[src/rtl/zork_text_pkg.sv]
// rtl/zork_text_pkg.sv - shared constants, widths and state type for the room text streamer
package zork_text_pkg;

    localparam int POS_W = 8;
    localparam int IDX_W = 8;

    localparam logic [7:0] ASCII_SPACE = 8'h20;
    localparam logic [7:0] ASCII_CR    = 8'h0D;
    localparam logic [7:0] ASCII_LF    = 8'h0A;

    typedef enum logic [2:0] {
        S_IDLE,
        S_FETCH,
        S_EMIT_SPC,
        S_EMIT_CHR,
        S_EMIT_CR,
        S_EMIT_LF,
        S_FINISH
    } stream_state_t;

    function automatic logic [POS_W-1:0] pack_pos(input logic [3:0] x, input logic [3:0] y);
        return {x, y};
    endfunction

endpackage

[src/rtl/room_text_streamer.sv]
// rtl/room_text_streamer.sv - sweeps a room ROM and streams word-wrapped text over valid/ready
module room_text_streamer
    import zork_text_pkg::*;
#(
    parameter int LINE_LEN = 40,
    parameter int END_RUN  = 8
) (
    input  logic             clk,
    input  logic             rst_n,
    input  logic             start,
    input  logic [POS_W-1:0] player_pos,
    output logic [POS_W-1:0] rom_player_pos,
    output logic [IDX_W-1:0] rom_screen_pos,
    input  logic [7:0]       rom_char,
    output logic [7:0]       tx_data,
    output logic             tx_valid,
    input  logic             tx_ready,
    output logic             busy,
    output logic             done
);

    localparam logic [7:0] LINE_LEN_B = 8'(LINE_LEN);
    localparam logic [7:0] END_RUN_B  = 8'(END_RUN);

    stream_state_t    state;
    logic [IDX_W-1:0] idx;
    logic [7:0]       spc_cnt;
    logic [7:0]       col;
    logic [7:0]       held;
    logic             chr_pend;
    logic             term;

    logic             xfer;
    logic [7:0]       col_inc;
    logic             wrap;
    logic             last_idx;

    assign xfer           = tx_valid & tx_ready;
    assign col_inc        = col + 8'd1;
    assign wrap           = (col_inc == LINE_LEN_B);
    assign last_idx       = (idx == '1);
    assign rom_screen_pos = idx;

    always_ff @(posedge clk or negedge rst_n) begin
        if (!rst_n) begin
            state          <= S_IDLE;
            rom_player_pos <= '0;
            idx            <= '0;
            spc_cnt        <= '0;
            col            <= '0;
            held           <= '0;
            chr_pend       <= 1'b0;
            term           <= 1'b0;
            tx_data        <= '0;
            tx_valid       <= 1'b0;
            busy           <= 1'b0;
            done           <= 1'b0;
        end else begin
            done <= 1'b0;
            case (state)
                S_IDLE: begin
                    if (start) begin
                        rom_player_pos <= player_pos;
                        idx            <= '0;
                        spc_cnt        <= '0;
                        col            <= '0;
                        chr_pend       <= 1'b0;
                        term           <= 1'b0;
                        busy           <= 1'b1;
                        state          <= S_FETCH;
                    end
                end
                S_FETCH: begin
                    if (rom_char == ASCII_SPACE) begin
                        // Spaces are only counted; they go out later if a printable follows.
                        if ((spc_cnt + 8'd1 == END_RUN_B) || last_idx) begin
                            spc_cnt <= '0;
                            if (col != 8'd0) begin
                                term     <= 1'b1;
                                tx_data  <= ASCII_CR;
                                tx_valid <= 1'b1;
                                state    <= S_EMIT_CR;
                            end else begin
                                state <= S_FINISH;
                            end
                        end else begin
                            spc_cnt <= spc_cnt + 8'd1;
                            idx     <= idx + 1'b1;
                        end
                    end else begin
                        held     <= rom_char;
                        chr_pend <= 1'b1;
                        tx_valid <= 1'b1;
                        if (spc_cnt != 8'd0) begin
                            tx_data <= ASCII_SPACE;
                            state   <= S_EMIT_SPC;
                        end else begin
                            tx_data <= rom_char;
                            state   <= S_EMIT_CHR;
                        end
                    end
                end
                S_EMIT_SPC: begin
                    if (xfer) begin
                        spc_cnt <= spc_cnt - 8'd1;
                        if (wrap) begin
                            col     <= '0;
                            tx_data <= ASCII_CR;
                            state   <= S_EMIT_CR;
                        end else begin
                            col <= col_inc;
                            if (spc_cnt == 8'd1) begin
                                tx_data <= held;
                                state   <= S_EMIT_CHR;
                            end
                        end
                    end
                end
                S_EMIT_CHR: begin
                    if (xfer) begin
                        chr_pend <= 1'b0;
                        if (last_idx) term <= 1'b1;
                        else          idx  <= idx + 1'b1;
                        // The last slot always leaves col non-zero, so it always closes the line.
                        if (wrap || last_idx) begin
                            col     <= '0;
                            tx_data <= ASCII_CR;
                            state   <= S_EMIT_CR;
                        end else begin
                            col      <= col_inc;
                            tx_valid <= 1'b0;
                            state    <= S_FETCH;
                        end
                    end
                end
                S_EMIT_CR: begin
                    if (xfer) begin
                        tx_data <= ASCII_LF;
                        state   <= S_EMIT_LF;
                    end
                end
                S_EMIT_LF: begin
                    if (xfer) begin
                        if (term) begin
                            tx_valid <= 1'b0;
                            state    <= S_FINISH;
                        end else if (spc_cnt != 8'd0) begin
                            tx_data <= ASCII_SPACE;
                            state   <= S_EMIT_SPC;
                        end else if (chr_pend) begin
                            tx_data <= held;
                            state   <= S_EMIT_CHR;
                        end else begin
                            tx_valid <= 1'b0;
                            state    <= S_FETCH;
                        end
                    end
                end
                S_FINISH: begin
                    done  <= 1'b1;
                    busy  <= 1'b0;
                    state <= S_IDLE;
                end
                default: state <= S_IDLE;
            endcase
        end
    end

endmodule
[config.mk]
export PLATFORM = sky130hd
export DESIGN_NAME = room_text_streamer
export DESIGN_NICKNAME = d
export VERILOG_FILES = /design/src/rtl/zork_text_pkg.sv /design/src/rtl/room_text_streamer.sv
export SDC_FILE = /design/constraint.sdc
export NUM_CORES = 1
export LEC_CHECK = 0
export CAP_MARGIN = 10
export CORE_MARGIN = 4
export CORE_UTILIZATION = 25
export CTS_BUF_LIST = sky130_fd_sc_hd__clkbuf_4 sky130_fd_sc_hd__clkbuf_8
export CTS_CLUSTER_SIZE = 16
export DETAILED_ROUTE_END_ITERATION = 10
export PLACE_DENSITY = 0.43
export SLEW_MARGIN = 20
export SYNTH_ARGS = -nofsm -noshare
export SYNTH_HDL_FRONTEND = slang
export SYNTH_SLANG_ARGS = --single-unit
[constraint.sdc]
create_clock -name clk -period 2.6 [get_ports clk]
set_input_delay 0.65 -clock clk [delete_from_list [all_inputs] [get_ports clk]]
set_output_delay 0.65 -clock clk [all_outputs]
set_load 0.02 [all_outputs]
== Word-level counts from Yosys, hierarchy flattened ==
Cells that the tools add are included.
Word-level totals
  bits in registers: 56
  bits of input ports: 20
  output and inout port bits: 27
  word-level logic and storage cells: 139
Operators by class
  $add $sub $neg: 4
  equal/unequal tests: 32
  multiplexer cells: 67
  bitwise logic cells: 2
  reductions and logical operators: 22
Operators by type and width (count)
  8-bit two-way mux: 26
  8-bit one-hot mux with 3 select lines: 3
  8-bit one-hot mux with 5 select lines: 1
  3-bit two-way mux: 11
  2-bit != test, second input constant: 15
  8-bit by 1-bit adder with 8-bit output, second input constant: 3
  1-bit two-way mux: 18
  3-bit != test, second input constant: 6
  3-bit one-hot mux with 6 select lines: 1
  8-bit by 6-bit equality test with 1-bit output, second input constant: 2
  8-bit nonzero test: 2
  7-bit AND reduction: 2
  4-bit AND reduction: 3
  3-bit nonzero test: 4
  11-bit AND reduction: 1
  3-bit equality test, second input constant: 3
  1-bit one-hot mux with 3 select lines: 3
  8-bit by 1-bit equality test with 1-bit output, second input constant: 1
  8-bit by 4-bit equality test with 1-bit output, second input constant: 1
  8-bit equality test, second input constant: 1
  8-bit AND reduction: 1
  8-bit by 1-bit subtractor with 8-bit output, second input constant: 1
  3-bit by 2-bit equality test with 1-bit output, second input constant: 2
  2-bit two-way mux: 3
  10 further kinds: 13

== Logic depth before layout (Yosys ltp) ==
Gate-level depths: netlist (run 1).
  depth in word-level cells: 6
  mapped depth: 9
  mapped depth without buffers: 8

== Worst setup path before layout (run 1) ==
Ideal clock, no wire load.
  path type: reg2reg
  start: register spc_cnt[0]
  end: register tx_valid
  arrival: 2158 ps
  data required time: 2475 ps
  path slack: 316 ps
  stages on the path, launching flop included: 9
  period minus slack after synthesis: 2284 ps
  cell sequence: dfrtp_1 inv_1 ha_1 or4b_4 or4_4 o21ai_0 o21ai_0 nand4bb_1 o2bb2ai_1
On the way
  word-level cells in the longest chain between the ends: 5
  elaborated cells on any way between the ends: 7
  classes of those cells: add/sub: 1; eq/ne: 3; reduce/logical: 3
RTL lines
  start: declaration: line room_text_streamer.sv:27  | logic [7:0] spc_cnt;
  start signal: assignment: line room_text_streamer.sv:87  | spc_cnt <= spc_cnt + 8'd1;
  start signal: assignment: line room_text_streamer.sv:105  | spc_cnt <= spc_cnt - 8'd1;
  8-bit by 1-bit adder with 8-bit output: line room_text_streamer.sv:76  | if ((spc_cnt + 8'd1 == END_RUN_B) || last_idx) begin
  8-bit by 4-bit equality test with 1-bit output: line room_text_streamer.sv:76
  1-bit logical OR: line room_text_streamer.sv:76
  3-bit != test (no line)
  8-bit AND reduction (no line) (*)
  end signal: assignment: line room_text_streamer.sv:81  | tx_valid <= 1'b1;
  end signal: assignment: line room_text_streamer.sv:93  | tx_valid <= 1'b1;
  end signal: assignment: line room_text_streamer.sv:131  | tx_valid <= 1'b0;
  end: declaration: line room_text_streamer.sv:16  | output logic tx_valid,
Mark *: on every way between the ends. The rest lies on a longest branch, timed or not.
A chain may end at the register's enable or synchronous reset.

== Worst setup path in the final report (run 1) ==
  start: input port rom_char[4]
  end: register idx[4] (netlist: rom_screen_pos[4])
On the way
  word-level cells in the longest chain between the ends: 3
RTL lines
  start: declaration: line room_text_streamer.sv:14  | input logic [7:0] rom_char,
  8-bit by 6-bit equality test with 1-bit output: line room_text_streamer.sv:74  | if (rom_char == ASCII_SPACE) begin
  2-bit != test (no line)
  6-bit AND reduction (no line)
  end signal: assignment: line room_text_streamer.sv:88  | idx <= idx + 1'b1;
  end signal: assignment: line room_text_streamer.sv:123  | else idx <= idx + 1'b1;
  end: declaration: line room_text_streamer.sv:26  | logic [IDX_W-1:0] idx;
No other way between the ends.

==> results of run 1 <==
## metrics by stage
stage          setup TNS (ns)  total power [uW]  setup slack (ns)  cell area [sq um]   util
5_1_grt               -0.0586              5320           -0.0311               4640  0.345
3_5_place_dp            -3.15              4340            -0.345               4500  0.335
6_report                    0              4940            0.0980               4640  0.345
2_1_floorplan               0              3140             0.316               3500      -
4_1_cts                     0              4990            0.0210               4620  0.343
3_3_place_gp            -2.73              4340            -0.274               4500  0.335
## power groups by stage
stage / logic [uW] / registers [uW] / clock network (uW)
floorplan: 1580 / 1570 / 0
global placement: 2890 / 1450 / 0
detailed placement: 2890 / 1450 / 0
CTS: 2910 / 1430 / 648
global route: 3160 / 1490 / 669
finish: 2890 / 1430 / 610
## final cells by class
class                           count  area, sq um
Clock buffer                        5         68.8
Clock inverter                      3         46.3
Fill cell                        1418         8820
Inverter                           12         45.0
Multi-Input combinational cell    292         1990
Sequential cell                    56         1400
Tap cell                          176          220
Timing Repair Buffer              100          861
## worst max-delay path: cells and delay by family
kind                   cells  cell delay [ns]
AOI/OAI and AO/OA          2             0.18
and+or+nand+nor            4             1.07
buffers and inverters      3             0.84
## state kept, by name, summed over array words and instances (netlist names), 3 cells and up
register        cells
col                 8
held                8
rom_player_pos      8
rom_screen_pos      8
spc_cnt             8
state               3
tx_data             8
## cells by family (layout without fill, tap and decap cells)
logic type,after synthesis,in the layout,share of synthesized area
buffers and inverters,27,120,0.0343
AO/OA/AOI/OAI,108,108,0.203
multiplexers,27,27,0.0855
XOR/XNOR,7,7,0.0175
AND/OR/NAND/NOR,140,140,0.224
adder cells (fa/ha/maj),10,10,0.0358
flip-flops,56,56,0.401
## timing repair
item                                    in CTS  in global routing
buffers inserted                             0                  0
resized for setup                            0                  6
endpoints found under the setup margin       0                 10
## how the worst min path moves through the flow
| stage | end | slack [ns] | cells after the start |
|---|---|---|---|
| finish | col[4] | 0.27 | 1 |
| detailed placement | held[0] | 0.48 | 1 |
| floorplan | busy | 0.35 | 0 |
| global placement | held[0] | 0.48 | 1 |
| global route | col[4] | 0.29 | 1 |
| CTS | col[4] | 0.26 | 1 |
## cells in the final DEF (no fill, tap or decap), drive strengths merged, types with 5 or more instances in the layout
cell type,netlist,final
dfrtp,56,56
buf,9,55
clkdlybuf4s50,0,45
o21ai,37,37
nand2,34,34
nor2,26,26
mux2,23,23
a21oi,22,22
nand3,14,14
nor3,14,14
inv,11,12
ha,10,10
and3,8,8
nand2b,7,7
xor2,5,5
clkbuf,6,5
or4,5,5
## routing by layer
layer | part of all wire | up-vias | GRT usage
met5 | 0 | - | 0
li1 | - | 1582 | -
met3 | 0.023 | 6 | 0.0189
met1 | 0.47 | 1613 | 0.170
met4 | 0.011 | 0 | 0.0366
met2 | 0.50 | 43 | 0.221
==> run metrics, run 1 <==
r2r setup slk 0.1 ns; dominant cell type by area after synthesis dfrtp_1; FFs w/ async S/R, synth 1.00; net switching power figure 2090 uW; Gate Count Post-Synth 375; status completed; Non-Filler Instances 644; Routed WL per cell 15.8 um; most frequent cell after synthesis dfrtp_1; Worst Tran Pin Value 0.558 ns; gr usage total 0.129; crit-path max cell delay roughly 0.49 ns; largest net degree at the start of global routing 24; Area growth, synth to finish 32.5%; pwr dens 1060 mW/mm^2; worst hold path type in -> async; Nets slightly below 500; clock slew at reported path FFs about 0.11 ns; clk_skew between 0.01 and 0.015 ns; Slew Limit Fails 0; worst path required time 2.85 ns; Comb power frac 0.586; hold_ws 0.271 ns; CTS tree built; DIE AREA 0.0160 sq mm; final setup violation count 0; Crit path arrival time 2.75 ns; row count 42; top cell type's share of synthesized area 0.401; Seq pwr share 0.291; CTS Buf Count 5; max_cap viols 0; crit path kind in -> reg; FF-to-FF path depth 8; Tcrit/Tclk final 0.962; Clock power frac 0.124; CORE AREA 0.0135 sq mm; Static Leak 0.00192 uW; GPL Wtd Cong 0.833; I/O pin total 47; Avg Cell Area, Syn 9.33 sq um; TritonRoute pass-1 iters 4; fraction of layout cells with a size suffix above 1 0.237; Reg-to-Reg End tx_data[7]; Rel. slew slack 0.624; placed cell count 636; first-pass GRT wire length approximately 17 mm; H-tree depth 2; library cells used by synthesis between 60 and 70; RSZ-0062 raised after global routing true; sequential share of the synthesized area 0.401; final hold vios 0; min cycle time layout 2.50 ns; fmax 400 MHz; Remaining Overflow, GRT 0; routed vias about 3,200; Max rail drop VDD 0.355 mV; FF+latch count, synth 56; post-route ant nets 0; Clock Latency Late Sink 0.32 ns; crit-path max FO 9; die width 126 um; Post-route DRC 0; Setup crit end rom_screen_pos[4]; switching share of total power 0.424; Pint ~2800 uW; initial antenna violation count 0; Critical Path Source Type primary input; number of global-route vias before repair 3,289; # diodes 0; PortBufs 46; critical path's slowest cell clkdlybuf4s50_1; Starting Density 0.260; top post-synthesis cells by area dfrtp_1, mux2_2, o21ai_0, ha_1, nand2_1; clk root buf clkbuf_8; Critical Path End Type flop; EDFF count, synth 0; CP cell instances clkdlybuf4s50_1 > nor4b_2 > buf_4 > a21oi_1 > nor3_1 > nand2_1 > buf_4 > or4_1 > o21ai_0; yosys warns 0; origin of the worst setup path rom_char[4]; top post-synthesis cells by count dfrtp_1, o21ai_0, nand2_1; final WL 10.1 mm; hold_buf cts 0; Max clock buf depth 2; DIE HEIGHT 126 um; Mapped Area between 0.003 and 0.004 sq mm; Top cell by count, worst path buf_4; Top FF cell, synth dfrtp_1; Syn Nets 405; FF-to-FF Start spc_cnt[0]; Avg Vias per Cell 5.04; clock sink total 56; hpwl dp 7.83 mm; initial detailed-routing violation count around 200
No activity file was read; power rests on OpenSTA's default activity.
==> run 2: changes to the inputs <==
- CAP_MARGIN: 10 -> default
- CTS_BUF_LIST: sky130_fd_sc_hd__clkbuf_4 sky130_fd_sc_hd__clkbuf_8 -> sky130_fd_sc_hd__clkbuf_16
==> run 2 against run 1 <==
Against the previous run:
- critical path depth fell by 1
- clock power rose by 33%
- critical path type is now reg -> reg
- register-to-register slack improved by 0.02 ns
- first-iteration DRC count fell by 14%
- clock skew fell by 0.0059 ns
- final cell count did not move
- sequential share of layout area fell by 0.39 points
- design area rose by 1.3%
- global-route usage rose by 0.071 points
- critical endpoint is now state[1]
- sequential power barely moved
==> run metrics, run 2 (synthesized netlist as in run 1, its figures left out) <==
Max clock buf depth 2 (unchanged); commonest non-fill, non-tap cells in the layout dfrtp_1, buf_4, clkdlybuf4s50_1; FF-to-FF Start spc_cnt[0]; Avg Vias per Cell 5.03 (-0.18%); pwr dens 1100 mW/mm^2 (+2.9%); clock sink total 56 (unchanged); CORE AREA 0.0135 sq mm (unchanged); routed vias 3,238 (-0.18%); initial detailed-routing violation count 176 (-14%); gr usage total 0.130 (+0.000707); clk_skew 0.00514 ns (-0.00592 ns); CTS Buf Count 5 (unchanged); Area growth, synth to finish 34.3%; Setup crit end state[1]; TritonRoute pass-1 iters 4 (unchanged); PortBufs 46 (unchanged); fmax 403 MHz (+0.85%); DIE AREA 0.0160 sq mm (unchanged); # diodes 0 (unchanged); status completed; commonest non-fill, non-tap cell in the layout dfrtp_1; clock slew at reported path FFs 0.08 ns (-0.03 ns); I/O pin total 47 (unchanged); final hold vios 0 (unchanged); initial antenna violation count 0 (unchanged); post-route ant nets 0 (unchanged); Slew Limit Fails 0 (unchanged); H-tree depth 2 (unchanged); number of global-route vias before repair 3,303 (+0.43%); largest net degree at the start of global routing 24 (unchanged); origin of the worst setup path spc_cnt[0]; Tcrit/Tclk final 0.954 (-0.00809); hold_buf cts 0 (unchanged); die width 126 um (unchanged); crit path kind reg -> reg; worst hold path type in -> async; Non-Filler Instances 644 (unchanged); Post-route DRC 0 (unchanged); hpwl dp 7.83 mm (unchanged); Max rail drop VDD 0.356 mV (+0.32%); placed cell count 636 (unchanged); Clock Latency Late Sink 0.30 ns (-0.02 ns); Routed WL per cell 15.8 um (about the same); fraction of layout cells with a size suffix above 1 0.239 (+0.00214); GPL Wtd Cong 0.833 (unchanged); min cycle time layout 2.48 ns (-0.0210 ns); Filler Cell Count 1,411 (-0.49%); FF-to-FF path depth 8 (unchanged); Critical Path End Type flop; Crit path arrival time 2.67 ns (-0.08 ns); Nets 497 (unchanged); clk root buf clkbuf_16; RSZ-0062 raised after global routing true; Starting Density 0.260 (unchanged); crit-path max FO 6 (-3); DIE HEIGHT 126 um (unchanged); Tot Pwr 5140 uW (+4.2%); Critical Path Source Type flop; Reg-to-Reg End state[1]; first-pass GRT wire length 17.2 mm (+0.64%); CTS tree built; Static Leak 0.00195 uW (+1.4%); final setup violation count 0 (unchanged); Rel. slew slack 0.613 (-0.0113); row count 42 (unchanged); r2r setup slk 0.12 ns (+0.02 ns); worst path required time 2.79 ns (-0.06 ns); final WL 10.1 mm (about the same); Worst Tran Pin Value 0.574 ns (+0.0168 ns); Remaining Overflow, GRT 0 (unchanged); max_cap viols 0 (unchanged)
-- run 2: changes by cell type in the layout (fill, tap and decap cells not counted) --
cell,change
clkbuf_16,+5
clkbuf_8,-5
nor3_1,-1
nor3_2,+1
-- run 2: critical path: stages, from the launching register on --
cell,delay [ns]
dfrtp_1,0.44
inv_1,0.11
ha_1,0.19
or4b_4,0.52
or4_4,0.48
buf_4,0.16
o31ai_1,0.22
a31o_2,0.19
mux2i_1,0.06
-- run 2: how the worst min path moves through the flow --
stage	startpoint	to	slack, ns	cells after the start
global route	rst_n	col[4]	0.33	1
finish	rst_n	col[4]	0.30	1
CTS	rst_n	col[4]	0.31	1
floorplan	rst_n	busy	0.35	0
global placement	held[0]	held[0]	0.48	1
detailed placement	held[0]	held[0]	0.48	1
-- run 2: per-layer routing --
layer	global-route usage	routed length, um
met1	0.171	4720
met2	0.223	5090
met3	0.0189	213
met4	0.0366	122
met5	0	0
-- run 2: repair_timing --
action                     CTS  global route
setup endpoints to repair    3             9
setup buffers                0             0
resized for setup            1             6
-- run 2: cell type report --
class	count	area (sq um)	area share
Timing Repair Buffer	100	861	0.183
Tap cell	176	220	0.0469
Inverter	12	45.0	0.00959
Sequential cell	56	1400	0.299
Clock buffer	5	125	0.0266
Clock inverter	3	46.3	0.00986
Multi-Input combinational cell	292	2000	0.425
-- run 2: where the power goes --
group / internal, uW / switching, uW / leakage, uW / total, uW
sequential: 1180 / 261 / 0.000713 / 1440
clock: 459 / 350 / 0.0000804 / 809
combinational: 1380 / 1520 / 0.00116 / 2900
total: 3020 / 2130 / 0.00195 / 5140
-- run 2: metrics by stage --
| step | area (sq um) | TNS, ns | util | setup slack, ns | hold WS, ns |
|---|---|---|---|---|---|
| floorplan | 3500 | 0 | - | 0.316 | 0.354 |
| global placement | 4500 | -2.73 | 0.335 | -0.274 | 0.480 |
| detailed placement | 4500 | -3.15 | 0.335 | -0.345 | 0.482 |
| CTS | 4680 | 0 | 0.348 | 0.0569 | 0.309 |
| global route | 4700 | -0.0329 | 0.349 | -0.0177 | 0.329 |
| finish | 4700 | 0 | 0.349 | 0.119 | 0.299 |
==> run 3: changes to the inputs <==
- GPL_ROUTABILITY_DRIVEN: default -> 0
==> results of run 3 <==
Same layout as run 2: the final DEF is identical, and so are final timing and power.
